**src/rtl/code_entry_unit.sv**
```systemverilog
`default_nettype none
// ============================================================================
// Module      : code_entry_unit
// Description : Keypad digit capture and code comparison for the lock
//               controller. Collects digits while read_input is high, commits
//               on command keys, compares against PC / UC / pending UC, and
//               holds the user code with a store path for the pending code.
// Revision    : 1.0 - initial release
// ============================================================================
module code_entry_unit #(
    parameter int                   MAX_LEN        = 8,
    parameter int                   MIN_LEN        = 4,
    parameter int                   PC_LEN         = 6,
    parameter logic [4*MAX_LEN-1:0] PC_CODE        = 'h135246,
    parameter logic [4*MAX_LEN-1:0] DEFAULT_UC     = 'h1234,
    parameter int                   DEFAULT_UC_LEN = 4
) (
    input  logic       hwclk,
    input  logic       rst_n,
    input  logic [3:0] button,
    input  logic       bstate,
    input  logic       read_input,
    input  logic [1:0] compareType,
    input  logic       store,
    output logic       validLength,
    output logic       validLengthPC,
    output logic       correct_input,
    output logic       data_ready,
    output logic [3:0] digit_count,
    output logic       overflow
);

    localparam int         BW          = 4 * MAX_LEN;
    localparam logic [3:0] c_max_len   = 4'(MAX_LEN);
    localparam logic [3:0] c_min_len   = 4'(MIN_LEN);
    localparam logic [3:0] c_pc_len    = 4'(PC_LEN);
    localparam logic [3:0] c_uc_len    = 4'(DEFAULT_UC_LEN);
    localparam logic [1:0] c_cmp_store = 2'd3;

    localparam logic [0:0] S_IDLE    = 1'b0;
    localparam logic [0:0] S_COLLECT = 1'b1;

    logic [0:0]    r_state;
    logic [0:0]    w_next_state;
    logic          r_prev_bstate;
    logic [BW-1:0] r_buf;
    logic [3:0]    r_count;
    logic          r_ovf;
    logic [BW-1:0] r_snap;
    logic [3:0]    r_snap_len;
    logic          r_snap_ovf;
    logic [BW-1:0] r_pend;
    logic [3:0]    r_pend_len;
    logic [BW-1:0] r_uc;
    logic [3:0]    r_uc_len;
    logic          r_data_ready;

    logic w_rel;
    logic w_is_cmd;
    logic w_active;
    logic w_digit;
    logic w_commit;
    logic w_cancel;
    logic w_correct;

    // Key event: a release is a held key that has just been let go
    assign w_rel    = r_prev_bstate & ~bstate;
    assign w_is_cmd = (button == 4'd7) || (button == 4'd8) || (button == 4'd9);

    // FSM state register
    always_ff @(posedge hwclk) begin
        if (!rst_n) r_state <= S_IDLE;
        else        r_state <= w_next_state;
    end

    // FSM next state: capture follows read_input, a falling read_input ends the entry
    always_comb begin
        w_next_state = r_state;
        case (r_state)
            S_IDLE:    if (read_input)  w_next_state = S_COLLECT;
            S_COLLECT: if (!read_input) w_next_state = S_IDLE;
            default:   w_next_state = S_IDLE;
        endcase
    end

    // FSM outputs: key actions only count while collecting and read_input is still high
    always_comb begin
        w_active = 1'b0;
        w_digit  = 1'b0;
        w_commit = 1'b0;
        w_cancel = 1'b0;
        if (r_state == S_COLLECT && read_input) begin
            w_active = 1'b1;
            w_digit  = w_rel && !w_is_cmd;
            w_commit = w_rel && (button == 4'd8 || button == 4'd9);
            w_cancel = w_rel && (button == 4'd7);
        end
    end

    // Key history and the one-cycle data_ready pulse following a commit
    always_ff @(posedge hwclk) begin
        if (!rst_n) begin
            r_prev_bstate <= 1'b0;
            r_data_ready  <= 1'b0;
        end else begin
            r_prev_bstate <= bstate;
            r_data_ready  <= w_commit;
        end
    end

    // Live entry buffer: shift digits in, flag overflow, clear on commit/cancel/idle
    always_ff @(posedge hwclk) begin
        if (!rst_n || !w_active || w_commit || w_cancel) begin
            r_buf   <= '0;
            r_count <= '0;
            r_ovf   <= 1'b0;
        end else if (w_digit) begin
            if (r_count < c_max_len) begin
                r_buf   <= {r_buf[BW-5:0], button};
                r_count <= r_count + 4'd1;
            end else begin
                r_ovf <= 1'b1;
            end
        end
    end

    // Committed snapshot of the entry used by the comparator
    always_ff @(posedge hwclk) begin
        if (!rst_n) begin
            r_snap     <= '0;
            r_snap_len <= '0;
            r_snap_ovf <= 1'b0;
        end else if (w_commit) begin
            r_snap     <= r_buf;
            r_snap_len <= r_count;
            r_snap_ovf <= r_ovf;
        end
    end

    // User code and pending code; a commit that captures a new pending code
    // overrides the clear from a simultaneous store, which used the old value
    always_ff @(posedge hwclk) begin
        if (!rst_n) begin
            r_uc       <= DEFAULT_UC;
            r_uc_len   <= c_uc_len;
            r_pend     <= '0;
            r_pend_len <= '0;
        end else begin
            if (store && r_pend_len != 4'd0) begin
                r_uc       <= r_pend;
                r_uc_len   <= r_pend_len;
                r_pend     <= '0;
                r_pend_len <= '0;
            end
            if (w_commit && compareType == c_cmp_store) begin
                r_pend     <= r_buf;
                r_pend_len <= r_count;
            end
        end
    end

    // Comparator: snapshot against the reference chosen by compareType
    always_comb begin
        w_correct = 1'b0;
        case (compareType)
            2'd0:    w_correct = (r_snap == PC_CODE) && (r_snap_len == c_pc_len);
            2'd1:    w_correct = (r_snap == r_uc)    && (r_snap_len == r_uc_len);
            2'd2:    w_correct = (r_snap == r_pend)  && (r_snap_len == r_pend_len);
            default: w_correct = 1'b0;
        endcase
        if (r_snap_ovf) w_correct = 1'b0;
    end

    assign correct_input = w_correct;
    assign data_ready    = r_data_ready;
    assign digit_count   = r_count;
    assign overflow      = r_ovf;
    assign validLength   = !r_ovf && (r_count >= c_min_len) && (r_count <= c_max_len);
    assign validLengthPC = !r_ovf && (r_count == c_pc_len);

endmodule
`default_nettype wire

```
**config.mk**
```make
export PLATFORM = sky130hd
export DESIGN_NAME = code_entry_unit
export DESIGN_NICKNAME = d
export VERILOG_FILES = /design/src/rtl/code_entry_unit.sv
export SDC_FILE = /design/constraint.sdc
export NUM_CORES = 1
export LEC_CHECK = 0
export ABC_AREA = 1
export BUFFER_PORTS_ARGS = -buffer_cell sky130_fd_sc_hd__buf_2
export CAP_MARGIN = 20
export CORE_MARGIN = 1.5
export CORE_UTILIZATION = 56
export DETAILED_ROUTE_END_ITERATION = 7
export PLACE_DENSITY = 0.73
export SYNTH_ARGS = -nofsm -noshare
export SYNTH_HDL_FRONTEND = slang
export SYNTH_SLANG_ARGS = --single-unit
export TNS_END_PERCENT = 5
```
**constraint.sdc**
```tcl
create_clock -name hwclk -period 1.5 [get_ports hwclk]
set_clock_uncertainty 0.1 [all_clocks]
set_input_delay 0.15 -clock hwclk [delete_from_list [all_inputs] [get_ports hwclk]]
set_output_delay 0.15 -clock hwclk [all_outputs]
set_load 0.02 [all_outputs]
```
==> out/metrics.csv <==
metric;value;unit
outcome;complete, but fails checks;
violations;design-rule violations, negative setup slack;
cp-end-kind;primary output;
gr-usage-all-layers;0.326;
clockBufferDepth;2;
dr_total_vias;6670;
numCtsBuffers;17;
min_period;2.05;ns
nets;1092;
ys_ff_latch;149;
p_leak;3.42;nW
synth_top_area_share;0.449;
drive_gt1_frac;0.220;
ios;20;
yosysWarnings;0;
overflow;0;
synth_compound_area_frac;0.150;
grt_pass1_vias;6072;
ys_seq_area_frac;0.449;
grt_first_pass_wirelength;31500;um
drt_iter0_markers;716;
worstHoldPathType;input port to flop;
synth_top_cell_by_area;dfxtp_1;
synthCells;979;
use_met3;0.0822;
rows;39;
path_clk_slew;0.06;ns
busiest_layer;met2;
clockRootBuffer;clkbuf_16;
fmax;0.488;GHz
crit-reg2reg-launch;r_prev_bstate;
min_from;rst_n;
dieArea;12500;um^2
synth_top_family_by_area;simple AND/OR/NAND/NOR gates;
vdd_drop_max;1030;uV
slew_headroom;0.782;
stdcell_count;1234;
port_buffers;19;
crit_start;r_snap[30];
drc;2;
ys_top_cells_by_area;dfxtp_1 (45%), nand2_1 (21%), a21oi_1 (10%);
maxCapViolCount;0;
place_congestion;0.999;
dp_slack;-0.162;ns
avgSynthCellArea;6.79;um^2
synth_xor_area_frac;0.0198;
hold_violations;0;
worst_ep_arrival_time;1.80;ns
avgRoutedWirePerCell;16.7;um
dpl.cell_count;1185;
rsz0062_at_grt;yes;
dp_hpwl;13500;um
cts_tree;done;
worst-slew-pin-transition;0.326;ns
synth_nets;993;
start_util;0.577;
synthDistinctLibCells;29;
setup_violations;64;
syn_area;6640;um^2
cp-start-kind;flop;
synth_mux_area_frac;0;
layout_worst_path_cycle_share;1.37;
synth-simple-area-share;0.279;
die_w;112;um
setup_ws;-0.550;ns
grt_use_met2;0.504;
n_antenna_cell;0;
design_area;8580;um^2
grt_start_max_net_pins;61;
ant_nets;0;
cts.sinks;149;
area_growth;29.1;%
core_area;11500;um^2
met1_usage;0.446;
clkLatencyLatePin;0.43;ns
critical_path_class;flop to primary output;
htree_levels;4;
antenna_found_initial;0;
drt-pass1-iter-count;7;
die_y;112;um
path_max_fanout;4;
worstPathRequired;1.25;ns
placed_area;7500;um^2
n_fill_cell;893;
power.density;1000;nW/um^2
routed_wl;20600;um
drv_slew;0;
synthAdderAreaFrac;0.00565;
vias_per_cell;5.41;
-- state kept, by name, summed over array words and instances (netlist names) --
name and flops:
r_buf 32, r_pend 32, r_snap 32, r_uc 32
digit_count 4, r_pend_len 4, r_snap_len 4, r_uc_len 4
data_ready 1, overflow 1, r_prev_bstate 1, r_snap_ovf 1
r_state 1
-- metal layers --
layer / wire length (um) / part of all wire / up-vias
met1: 8810 / 0.43 / 3079
met3: 1670 / 0.081 / 43
met5: 0 / 0 / -
met2: 9500 / 0.46 / 266
li1: - / - / 3282
met4: 568 / 0.028 / 0
-- worst max-delay path, cell delays in order (launching register included) --
cell	delay [ns]
dfxtp_4	0.35
buf_6	0.11
nand2_2	0.05
nand4_1	0.18
nor2_4	0.16
nand2_2	0.07
nor2_2	0.07
nand3_1	0.08
nand3_2	0.09
nand2_1	0.05
inv_1	0.06
buf_6	0.11
-- power by group --
part           switching, mW  internal (mW)  total (mW)
Clock                   1.77           2.69        4.46
Sequential           0.00108           3.95        3.95
Combinational          0.125         0.0709       0.196
-- layout make-up --
| cell class | count | area, um^2 | area share |
|---|---|---|---|
| clock buffer | 19 | 443 | 0.0516 |
| clock inverter | 13 | 171 | 0.0200 |
| inverter | 116 | 443 | 0.0516 |
| multi-input combinational | 673 | 3170 | 0.369 |
| sequential | 149 | 3050 | 0.355 |
| tap | 143 | 179 | 0.0209 |
| timing repair buffer | 121 | 1130 | 0.131 |
-- synthesized netlist by cell type, drive strengths merged --
| cell type | instances |
|---|---|
| a211oi | 1 |
| o221ai | 2 |
| inv | 116 |
| nor4 | 2 |
| a31oi | 1 |
| nor3 | 5 |
| o22ai | 7 |
| buf | 23 |
| o21ai | 42 |
| nand4 | 12 |
| clkbuf | 18 |
| o211ai | 4 |
| a21oi | 135 |
| ha | 3 |
| dfxtp | 149 |
| nand3 | 11 |
| nor2 | 57 |
| xor2 | 3 |
| xnor2 | 12 |
| nand2 | 376 |
-- repair_timing --
action,4_1_cts,5_1_grt
endpoints found under the hold margin,8,0
gates cloned,0,4
hold buffers,7,0
gates resized for setup,57,54
pin swaps,13,17
setup buffers,1,5
setup endpoints to repair,63,139
-- placed cells by master (no fill, tap or decap), types with 3 or more instances in the layout --
cell type      netlist  routed
nand2_1            375     360
a21oi_1            135     131
inv_1              111     105
dfxtp_1            149     105
buf_4                9      71
nor2_1              54      50
dfxtp_2              0      41
o21ai_0             40      34
clkbuf_16            0      20
buf_2               14      17
nand2_2              0      14
nand4_1             12      12
buf_12               0      12
buf_6                0      11
inv_2                5       9
xnor2_1             12       9
nand3_1             10       8
o22ai_1              7       7
dlygate4sd3_1        0       7
o21ai_1              1       5
inv_6                0       5
a21oi_2              0       4
nor2_4               2       4
nor3_1               4       4
o211ai_1             4       4
xnor2_2              0       3
xor2_1               3       3
o21ai_2              1       3
bufinv_16            0       3
dfxtp_4              0       3
-- metrics by stage --
| step | TNS (ns) | power (mW) | hold slack [ns] | utilization |
|---|---|---|---|---|
| 6_report | -2.28 | 8.61 | 0.0408 | 0.745 |
| 2_1_floorplan | 0 | 4.14 | 0.143 | - |
| 3_3_place_gp | -0.309 | 4.21 | 0.244 | 0.652 |
| 3_5_place_dp | -0.954 | 4.21 | 0.249 | 0.652 |
| 5_1_grt | -6.87 | 8.80 | 0.0429 | 0.745 |
| 4_1_cts | -1.07 | 8.62 | 0.0399 | 0.723 |
-- worst paths after layout --
| kind | endpoint | slack (ns) | depth (start not counted) |
|---|---|---|---|
| worst max-delay path | correct_input | -0.55 | 11 |
| worst min-delay path | r_uc[9] | 0.04 | 3 |
| worst max register to register | r_buf[16] | -0.10 | 10 |
| worst min register to register | r_pend[31] | 0.37 | 2 |
-- logic make-up after synthesis --
kind of cell             after synthesis
AO/OA/AOI/OAI                        192
XOR/XNOR                              15
adder cells (fa/ha/maj)                3
buffers and inverters                157
flip-flops                           149
AND/OR/NAND/NOR                      463
(Power assumes the default switching activity.)
